==> src/rtl/io_port_pkg.sv <==
// Shared constants and payload types for the Lynx 128 I/O-space responder.
package io_port_pkg;

    localparam logic [7:0] PORT_BANK  = 8'h7F;
    localparam logic [7:0] PORT_VIDEO = 8'h80;
    localparam logic [7:0] IM1_VECTOR = 8'hFF;

    localparam int unsigned IRQ_PERIOD_DEF = 69888;
    localparam int unsigned IRQ_WIDTH_DEF  = 32;

    // Read-side qualifiers captured on one ne tick and consumed on the next.
    typedef struct packed {
        logic       rd_ok;
        logic [7:0] port;
        logic [7:0] kbd;
    } rd_stage_t;

endpackage

==> src/rtl/io_port_if.sv <==
// CPU-side I/O bus: active-low strobes, address and data in both directions.
interface io_port_if;
    logic        iorq;
    logic        m1;
    logic        rd;
    logic        wr;
    logic [15:0] a;
    logic [7:0]  d;
    logic [7:0]  q;
    logic        irq;

    modport master (output iorq, m1, rd, wr, a, d, input  q, irq);
    modport slave  (input  iorq, m1, rd, wr, a, d, output q, irq);
endinterface

==> src/rtl/io_port_irq_timer.sv <==
// Frame interrupt generator: periodic assertion, bounded width, release on acknowledge.
module io_port_irq_timer
    import io_port_pkg::*;
#(
    parameter int unsigned IRQ_PERIOD = IRQ_PERIOD_DEF,
    parameter int unsigned IRQ_WIDTH  = IRQ_WIDTH_DEF
) (
    input  logic clock,
    input  logic reset,
    input  logic ne,
    input  logic ack,
    output logic irq
);

    localparam int unsigned CNT_W = (IRQ_PERIOD > 1) ? $clog2(IRQ_PERIOD) : 1;
    localparam int unsigned W_W   = (IRQ_WIDTH > 1) ? $clog2(IRQ_WIDTH) : 1;
    localparam logic [CNT_W-1:0] CNT_LAST = CNT_W'(IRQ_PERIOD - 1);
    localparam logic [W_W-1:0]   W_LOAD   = W_W'(IRQ_WIDTH - 1);

    logic [CNT_W-1:0] cnt, cnt_nxt;
    logic [W_W-1:0]   w, w_nxt;
    logic             irq_nxt;

    // Next-state: wrap re-arms the pulse and outranks acknowledge on the same tick.
    always_comb begin
        cnt_nxt = cnt;
        w_nxt   = w;
        irq_nxt = irq;
        if (ne) begin
            if (cnt == CNT_LAST) begin
                cnt_nxt = '0;
                irq_nxt = 1'b0;
                w_nxt   = W_LOAD;
            end else begin
                cnt_nxt = cnt + CNT_W'(1);
                if (!irq) begin
                    if (ack || (w == '0)) begin
                        irq_nxt = 1'b1;
                    end else begin
                        w_nxt = w - W_W'(1);
                    end
                end
            end
        end
    end

    // State registers; reset releases irq immediately.
    always_ff @(posedge clock or negedge reset) begin
        if (!reset) begin
            cnt <= '0;
            w   <= '0;
            irq <= 1'b1;
        end else begin
            cnt <= cnt_nxt;
            w   <= w_nxt;
            irq <= irq_nxt;
        end
    end

endmodule

==> src/rtl/io_port.sv <==
// Z80 I/O-space responder: bank/video registers, keyboard read, frame interrupt.
module io_port
    import io_port_pkg::*;
#(
    parameter int unsigned IRQ_PERIOD = IRQ_PERIOD_DEF,
    parameter int unsigned IRQ_WIDTH  = IRQ_WIDTH_DEF
) (
    input  logic       clock,
    input  logic       reset,
    input  logic       ne,
    io_port_if.slave   bus,
    output logic [7:0] bank,
    output logic [7:0] video,
    output logic [3:0] kbd_row,
    input  logic [7:0] kbd
);

    logic      wr_act;
    logic      rd_act;
    logic      ack_act;
    logic      wr_prev;
    logic      wr_fire;
    rd_stage_t stage;
    logic [7:0] q_r;
    logic      irq_w;
    logic      unused_addr;

    // Upper address nibble plays no part in decode or row select.
    assign unused_addr = ^bus.a[15:12];

    // Row select follows the address directly so it is stable for the whole read.
    assign kbd_row = bus.a[11:8];

    // Cycle-type decode from the raw active-low strobes.
    always_comb begin
        wr_act  = ~bus.iorq & ~bus.wr & bus.m1;
        rd_act  = ~bus.iorq & ~bus.rd & bus.m1;
        ack_act = ~bus.iorq & ~bus.m1;
        wr_fire = wr_act & ~wr_prev;
    end

    // Bus registers: one-shot writes, one-tick-delayed read data.
    always_ff @(posedge clock or negedge reset) begin
        if (!reset) begin
            wr_prev <= 1'b0;
            stage   <= '0;
            q_r     <= IM1_VECTOR;
            bank    <= 8'h00;
            video   <= 8'h00;
        end else if (ne) begin
            wr_prev <= wr_act;
            stage   <= '{rd_ok: rd_act & ~wr_act, port: bus.a[7:0], kbd: kbd};
            if (stage.rd_ok && (stage.port == PORT_VIDEO)) begin
                q_r <= stage.kbd;
            end else begin
                q_r <= IM1_VECTOR;
            end
            if (wr_fire) begin
                case (bus.a[7:0])
                    PORT_BANK:  bank  <= bus.d;
                    PORT_VIDEO: video <= bus.d;
                    default:    ;
                endcase
            end
        end
    end

    io_port_irq_timer #(
        .IRQ_PERIOD (IRQ_PERIOD),
        .IRQ_WIDTH  (IRQ_WIDTH)
    ) u_irq_timer (
        .clock (clock),
        .reset (reset),
        .ne    (ne),
        .ack   (ack_act),
        .irq   (irq_w)
    );

    assign bus.q   = q_r;
    assign bus.irq = irq_w;

endmodule

==> src/flat_wrapper.sv <==
// flat-port wrapper written by rule: the top's interface ports become plain ports
module io_port_flat import io_port_pkg::*;
#(
    parameter int unsigned IRQ_PERIOD = IRQ_PERIOD_DEF,
    parameter int unsigned IRQ_WIDTH  = IRQ_WIDTH_DEF
)
  (clock, reset, ne, bank, video, kbd_row, kbd, bus_iorq, bus_m1, bus_rd, bus_wr, bus_a, bus_d, bus_q, bus_irq);
  io_port_if bus_i ();
  input  logic clock;
  input  logic reset;
  input  logic ne;
  output logic [7:0] bank;
  output logic [7:0] video;
  output logic [3:0] kbd_row;
  input  logic [7:0] kbd;
  input wire logic [$bits(bus_i.iorq)-1:0] bus_iorq;
  input wire logic [$bits(bus_i.m1)-1:0] bus_m1;
  input wire logic [$bits(bus_i.rd)-1:0] bus_rd;
  input wire logic [$bits(bus_i.wr)-1:0] bus_wr;
  input wire logic [$bits(bus_i.a)-1:0] bus_a;
  input wire logic [$bits(bus_i.d)-1:0] bus_d;
  output wire logic [$bits(bus_i.q)-1:0] bus_q;
  output wire logic [$bits(bus_i.irq)-1:0] bus_irq;
  assign bus_i.iorq = bus_iorq;
  assign bus_i.m1 = bus_m1;
  assign bus_i.rd = bus_rd;
  assign bus_i.wr = bus_wr;
  assign bus_i.a = bus_a;
  assign bus_i.d = bus_d;
  assign bus_q = bus_i.q;
  assign bus_irq = bus_i.irq;
  io_port #(.IRQ_PERIOD(IRQ_PERIOD), .IRQ_WIDTH(IRQ_WIDTH)) u_core (.clock(clock), .reset(reset), .ne(ne), .bus(bus_i), .bank(bank), .video(video), .kbd_row(kbd_row), .kbd(kbd));
endmodule
==> config.mk <==
export PLATFORM = sky130hd
export DESIGN_NAME = io_port_flat
export DESIGN_NICKNAME = d
export VERILOG_FILES = /design/src/rtl/io_port_pkg.sv /design/src/rtl/io_port_if.sv /design/src/rtl/io_port_irq_timer.sv /design/src/rtl/io_port.sv /design/src/flat_wrapper.sv
export SDC_FILE = /design/constraint.sdc
export NUM_CORES = 1
export LEC_CHECK = 0
export CAP_MARGIN = 10
export CORE_AREA = 2 2 72 91
export DETAILED_ROUTE_END_ITERATION = 8
export DIE_AREA = 0 0 74 93
export PLACE_DENSITY_LB_ADDON = 0.25
export SLEW_MARGIN = 20
export SYNTH_ARGS = -nofsm -noshare
export SYNTH_HDL_FRONTEND = slang
export SYNTH_SLANG_ARGS = --single-unit
==> constraint.sdc <==
create_clock -name clock -period 2.5 [get_ports clock]
set_clock_uncertainty 0.05 [all_clocks]
set_input_delay 0.5 -clock clock [delete_from_list [all_inputs] [get_ports clock]]
set_output_delay 0.5 -clock clock [all_outputs]
set_load 0.02 [all_outputs]
==> run_summary.xml <==
<?xml version="1.0" encoding="UTF-8"?>
<metrics>
  <group name="setup_path">
    <metric name="timing.critical_path.cells" unit="">clkdlybuf4s50_1</metric>
    <metric name="crit_path_start_kind" unit="">flip-flop</metric>
    <metric name="critical-path-slowest-cell" unit="">sky130_fd_sc_hd__clkdlybuf4s50_1</metric>
    <metric name="rr_endpoint" unit="">u_core.u_irq_timer.w[1]</metric>
    <metric name="launching_point_of_the_worst_reg2reg_path" unit="">u_core.u_irq_timer.cnt[10]</metric>
    <metric name="critPathBufInv" unit="">1</metric>
    <metric name="timing.critical_path.to_type" unit="">output port</metric>
    <metric name="r2r.worst_path.cells" unit="">5</metric>
    <metric name="reg2reg_setup_slack" unit="ns">0.48</metric>
    <metric name="crit_arrival" unit="ns">1.48</metric>
    <metric name="critical_path.max_fanout" unit="">2</metric>
    <metric name="critPathTopFamily" unit="">buffers and inverters</metric>
    <metric name="worst_ep_required_time" unit="ns">1.95</metric>
    <metric name="worstSetupPathType" unit="">reg -&gt; out</metric>
    <metric name="slowest_delay" unit="ns">0.60</metric>
  </group>
  <group name="sta">
    <metric name="slew_viol_final" unit="">0</metric>
    <metric name="worst_slack" unit="ns">0.473</metric>
    <metric name="finalHoldViolCount" unit="">0</metric>
    <metric name="post-route-min-period" unit="ns">2.03</metric>
    <metric name="setup_violations" unit="">0</metric>
    <metric name="worst-slew-pin-transition" unit="ns">0.386</metric>
    <metric name="totalNegativeSetupSlack" unit="ns">0</metric>
    <metric name="relative_slew_slack" unit="%">74.1</metric>
    <metric name="hold_slack" unit="ns">0.102</metric>
    <metric name="period_share" unit="%">81.1</metric>
    <metric name="rsz0062_at_grt" unit="">false</metric>
    <metric name="max_freq" unit="MHz">493</metric>
  </group>
  <group name="synth">
    <metric name="synth-async-reset-ratio" unit="%">100</metric>
    <metric name="yosysUniqueCellTypes" unit="">47</metric>
    <metric name="ys_seq_area_share" unit="%">56.8</metric>
    <metric name="yosys_most_used_dff" unit="">sky130_fd_sc_hd__dfrtp_1</metric>
    <metric name="synth.most_common_cell" unit="">sky130_fd_sc_hd__dfrtp_1</metric>
    <metric name="yosys_register_bits" unit="">65</metric>
    <metric name="synth-warning-count" unit="">0</metric>
    <metric name="synth_area_per_cell" unit="um^2">12.9</metric>
    <metric name="synth_fp_nets" unit="">265</metric>
    <metric name="syn_area" unit="um^2">2880</metric>
    <metric name="post_synth_main_area_contributors" unit="">sky130_fd_sc_hd__dfrtp_1, sky130_fd_sc_hd__mux2_2, sky130_fd_sc_hd__dfstp_2</metric>
    <metric name="synth.largest_area_cell" unit="">sky130_fd_sc_hd__dfrtp_1</metric>
    <metric name="synth-edff-count" unit="">0</metric>
    <metric name="synthTopCellsByCount" unit="">sky130_fd_sc_hd__dfrtp_1, sky130_fd_sc_hd__mux2_2, sky130_fd_sc_hd__nand2_1</metric>
    <metric name="postSynthCellCount" unit="">224</metric>
    <metric name="synth.top_cell.area_share" unit="%">48.6</metric>
  </group>
  <group name="clock_network">
    <metric name="clock_tree.buffer_depth" unit="">2</metric>
    <metric name="clock_pin_slew_worst_setup_and_hold_paths" unit="ns">0.07</metric>
    <metric name="h-tree-depth" unit="">3</metric>
    <metric name="post_cts.repair.setup_buffers" unit="">0</metric>
    <metric name="cts_hold_repair.buffers" unit="">0</metric>
    <metric name="inserted_clock_buffers" unit="">9</metric>
    <metric name="buffer_type_at_the_clock_tree_root" unit="">sky130_fd_sc_hd__clkbuf_8</metric>
    <metric name="cts_tree" unit="">built</metric>
    <metric name="cts_sinks" unit="">65</metric>
    <metric name="clock_insertion_delay_worst_skew" unit="ns">0.34</metric>
    <metric name="ctsResizeCount" unit="">0</metric>
  </group>
  <group name="run">
    <metric name="maxCapViolCount" unit="">0</metric>
  </group>
  <group name="place">
    <metric name="placed_cells" unit="">361</metric>
    <metric name="placement.io_buffers" unit="">55</metric>
    <metric name="gpl.final_weighted_congestion" unit="">0.754</metric>
    <metric name="place_ws" unit="ns">0.112</metric>
    <metric name="place_hpwl" unit="mm">3.86</metric>
    <metric name="place_area" unit="um^2">3560</metric>
  </group>
  <group name="finish">
    <metric name="num-nets-final" unit="">328</metric>
    <metric name="fin_cells" unit="">377</metric>
    <metric name="syn2layout_area_growth" unit="%">31.3</metric>
    <metric name="final_core_utilization" unit="%">62.6</metric>
    <metric name="drive_above_1_share" unit="%">26.7</metric>
    <metric name="layout.cell_area.non_filler" unit="um^2">3790</metric>
    <metric name="insertedDiodeCount" unit="">0</metric>
  </group>
  <group name="drt">
    <metric name="routedWlPerCell" unit="um">14.5</metric>
    <metric name="first_iter_violations" unit="">78</metric>
    <metric name="route.detailed.vias_per_inst" unit="">5.27</metric>
    <metric name="routed_wirelength" unit="mm">5.49</metric>
    <metric name="post_detailed_route_drc_marker_count" unit="">0</metric>
    <metric name="vias" unit="">1988</metric>
    <metric name="drt_pre_antenna_iters" unit="">4</metric>
    <metric name="ant_nets" unit="">0</metric>
  </group>
  <group name="global_routing">
    <metric name="overflow" unit="">0</metric>
    <metric name="globalRouteTotalUtil" unit="%">17.4</metric>
    <metric name="grt_pass1_wl" unit="mm">8.94</metric>
    <metric name="first_global_vias" unit="">1903</metric>
    <metric name="maximum_number_of_pins_on_one_net_before_global_route_repair" unit="">66</metric>
    <metric name="antenna_found_initial" unit="">0</metric>
  </group>
  <group name="floorplan">
    <metric name="core_area" unit="um^2">6050</metric>
    <metric name="floorplan.die_area" unit="um^2">6880</metric>
    <metric name="die_y" unit="um">93</metric>
    <metric name="start_util" unit="%">47.7</metric>
    <metric name="core.rowCount" unit="">32</metric>
    <metric name="chipWidth" unit="um">74</metric>
    <metric name="io_pins" unit="">68</metric>
  </group>
  <group name="pwr">
    <metric name="p_per_area" unit="nW/um^2">675</metric>
    <metric name="totalPowerFinal" unit="mW">2.56</metric>
    <metric name="irDropWorstVdd" unit="mV">0.395</metric>
    <metric name="p_leak" unit="nW">1.59</metric>
  </group>
  <group name="outcome">
    <metric name="outcome" unit="">complete, no violations</metric>
  </group>
  <group name="worst_hold_path">
    <metric name="hp-class" unit="">in -&gt; async</metric>
  </group>
</metrics>
## worst max-delay path by stage
stage,slack [ns],cells past startpoint,endpoint,from
after floorplan,0.52,5,u_core.bank[0],ne
after global placement,0.13,7,u_core.bank[1],bus_iorq
after CTS,0.45,1,bus_q[5],u_core.bus.q[5]
after detailed placement,0.11,7,u_core.bank[2],bus_iorq
final,0.47,1,bus_q[7],u_core.bus.q[7]
after global routing,0.36,5,u_core.u_irq_timer.w[1],u_core.u_irq_timer.cnt[10]
## state kept, by name (all words and copies together), names as in the netlist
register,cells
u_core.bank,8
u_core.bus.q,8
u_core.stage,17
u_core.u_irq_timer.cnt,17
u_core.u_irq_timer.irq,1
u_core.u_irq_timer.w,5
u_core.video,8
u_core.wr_prev,1
## routing by layer
layer | wire [um] | global-route usage (%)
met3 | 260 | 5.82
met1 | 2320 | 21.3
met2 | 2840 | 28.1
met5 | 0 | 0
met4 | 68 | 6.82
## placed cells by master, fill, tap and decap left out, drive strengths merged, types with 3 or more instances in the layout
cell,instances
nand3,3
nor2,7
dfrtp,56
a211oi,6
dfstp,9
nand4,9
xnor2,9
clkdlybuf4s50,54
nand4b,4
and3,3
inv,5
nand2,10
and2,4
xor2,5
buf,10
o22a,8
nor4,4
clkbuf,11
nor3,4
a21oi,3
mux2,33
## power breakdown
part | internal, mW | leakage [nW] | total, mW | switching (mW)
Sequential | 1.15 | 0.822 | 1.24 | 0.0876
Combinational | 0.178 | 0.658 | 0.316 | 0.137
Clock | 0.612 | 0.115 | 1.01 | 0.394
Total | 1.94 | 1.59 | 2.56 | 0.619
## cells by family (layout without fill, tap and decap cells)
logic type,count (synthesis),count (layout),synth area share [%]
DFF,65,65,56.8
buffers and inverters,17,85,3.12
muxes,34,34,13.2
adders and majority gates,2,2,0.868
and+or+nand+nor,63,63,13.8
AOI/OAI and AO/OA,29,29,7.90
xor gates and xnor gates,14,14,4.25
## layout make-up
type / count / area, um^2
Tap cell: 85 / 106
Fill cell: 502 / 2260
Multi-Input combinational cell: 142 / 1160
Clock inverter: 5 / 77.6
Inverter: 5 / 18.8
Clock buffer: 11 / 151
Timing Repair Buffer: 64 / 638
Sequential cell: 65 / 1640
(Power assumes the default switching activity.)
==> RTL change, RTL diff (same flow settings) <==
Set the package constant `IRQ_PERIOD_DEF` to 139776 (it was 69888).
--- a/src/rtl/io_port_pkg.sv
+++ b/src/rtl/io_port_pkg.sv
@@ -6,5 +6,5 @@
     localparam logic [7:0] IM1_VECTOR = 8'hFF;
 
-    localparam int unsigned IRQ_PERIOD_DEF = 69888;
+    localparam int unsigned IRQ_PERIOD_DEF = 139776;
     localparam int unsigned IRQ_WIDTH_DEF  = 32;
 
Formal check against the unedited RTL: no difference found for any inputs over 10 cycles, from zero or initial values and one cycle with reset low; that may be too few to reach the edited logic, so the function may still have changed.
==> RTL change against the original RTL <==
  * Area after synthesis is 1.5% higher
  * Sequential cell count increased by 1
  * Fmax decreased by 7.4%
  * Via count is 3.2% higher
  * Clock power down 14%
  * Setup slack lost 160 ps
  * Total power down 5.8%
  * Critical path depth up 4
  * Design area is 1.4% higher
  * Wire length increased by 3.2%
  * Highest routed layer unchanged
==> RTL change: results <==
{
  "synth_fa_ha_area_frac": 0.00855,
  "r2r_end": "u_core.u_irq_timer.w[1]$_DFFE_PN0P_",
  "cp_top_family": "simple AND/OR/NAND/NOR gates",
  "place.detailed.hpwl_um": 4180,
  "cp.arrival_ps": 2390,
  "synth_xor_area_frac": 0.0419,
  "routed_wl_um": 5660,
  "synth_mux_area_frac": 0.131,
  "reg.largest.list": "u_core.u_irq_timer.cnt x18, u_core.stage x17",
  "grtUsageTotal": 0.186,
  "path_clk_slew_ps": 70,
  "synth-compound-area-share": 0.0667,
  "yosysUniqueCellTypes": 44,
  "firstDrtPassIters": 4,
  "ir_worst_vdd_mv": 0.358,
  "ys_seq_area_frac": 0.568,
  "whs_ps": 131,
  "insertion_delay_ps": 330,
  "hold_class": "in2async",
  "drv_cap": 0,
  "gp_congestion": 0.838,
  "htreeDepth": 3,
  "finalCritPeriodShare": 0.875,
  "crit_slowest_cell": "clkdlybuf4s50_1",
  "synth_area_leaders": "dfrtp_1 (49%), mux2_2 (13%), dfstp_2 (8.1%), xnor2_1 (2.7%), o22a_1 (2.4%)",
  "drtIter0Drc": 55,
  "synth_nets": 275,
  "reg2reg_from": "u_core.u_irq_timer.cnt[15]$_DFFE_PN0P_",
  "root_buffer": "clkbuf_8",
  "nNetsFinal": 346,
  "dp_slack_ps": -37.9,
  "reg2regPathDepth": 4,
  "yosys_warnings": 0,
  "grt_pass1_wl_um": 9870,
  "post-cts-setup-buffers": 0,
  "io_buffer_count": 55,
  "cts_buffers": 9,
  "via_per_inst": 5.21,
  "cts.repair.resized": 0,
  "swShare": 0.249,
  "fillCellCount": 482,
  "drive_gt1_frac": 0.265,
  "grt_max_degree": 29,
  "p_leak_nw": 1.62,
  "antenna_found_initial": 0,
  "async_flop_share": 1.00,
  "grt_pass1_vias": 2203,
  "critPathMaxFanout": 7,
  "slew-limit-headroom": 0.584,
  "status": "finished, final reports clean",
  "slowest_delay_ps": 640,
  "clock_path_buffers": 2,
  "synthTopCellsByCount": "dfrtp_1 (57), mux2_2 (34), nand2_1 (12)",
  "slew_viol_final": 0,
  "antenna_cells": 0,
  "r2r_slack_ps": 510
}
==> RTL change: changes by cell type after synthesis, moves of 3 or more <==
cell and delta:
or4_1 +3, nand4_1 -3, a211oi_1 -5, nor2_1 +4, inv_1 +4, nand2b_1 +4
==> RTL change: worst max path at each step <==
stage | from | to | cells after the start
detailed placement | ne | u_core.u_irq_timer.cnt[13]$_DFFE_PN0P_ | 5
global placement | ne | u_core.u_irq_timer.cnt[17]$_DFFE_PN0P_ | 5
CTS | ne | u_core.bank[0]$_DFFE_PN0P_ | 7
floorplan | u_core.u_irq_timer.cnt[15]$_DFFE_PN0P_ | u_core.u_irq_timer.w[1]$_DFFE_PN0P_ | 5
finish | ne | u_core.u_irq_timer.cnt[13]$_DFFE_PN0P_ | 5
global route | ne | u_core.u_irq_timer.cnt[16]$_DFFE_PN0P_ | 7
==> RTL change: kinds of logic (layout without fill, tap and decap cells) <==
group,count (synthesis),in the layout
xor+xnor,14,14
buf+inv,20,95
simple gates,72,72
compound gates,26,26
fa+ha+maj,2,2
flops,66,66
mux,34,34
==> RTL change: layout make-up <==
| type | count | area share |
|---|---|---|
| Multi-Input combinational cell | 148 | 0.303 |
| Sequential cell | 66 | 0.433 |
| Inverter | 9 | 0.00880 |
| Clock buffer | 10 | 0.0359 |
| Timing Repair Buffer | 71 | 0.177 |
| Clock inverter | 5 | 0.0143 |
| Tap cell | 85 | 0.0277 |
==> RTL change: power by group through the flow <==
stage	combinational, W	clock, W	sequential, W
2_1_floorplan	0.000181	0	0.00126
3_3_place_gp	0.000282	0	0.00127
3_5_place_dp	0.000291	0	0.00127
4_1_cts	0.000293	0.000900	0.00125
5_1_grt	0.000327	0.000940	0.00127
6_report	0.000288	0.000867	0.00125
==> RTL change: layer usage <==
metal  up-vias  part of all wire  track usage
met5         -                 0            0
met4         0             0.015       0.0773
met3         8             0.067       0.0625
met2        49              0.50        0.307
met1      1015              0.41        0.219
li1        979                 -            -
==> RTL change: metrics by stage <==
step	area (um^2)	total power [W]	instances
2_1_floorplan	2930	0.00144	234
3_3_place_gp	3650	0.00155	379
3_5_place_dp	3650	0.00156	379
4_1_cts	3840	0.00245	394
5_1_grt	3840	0.00254	394
6_report	3840	0.00241	394
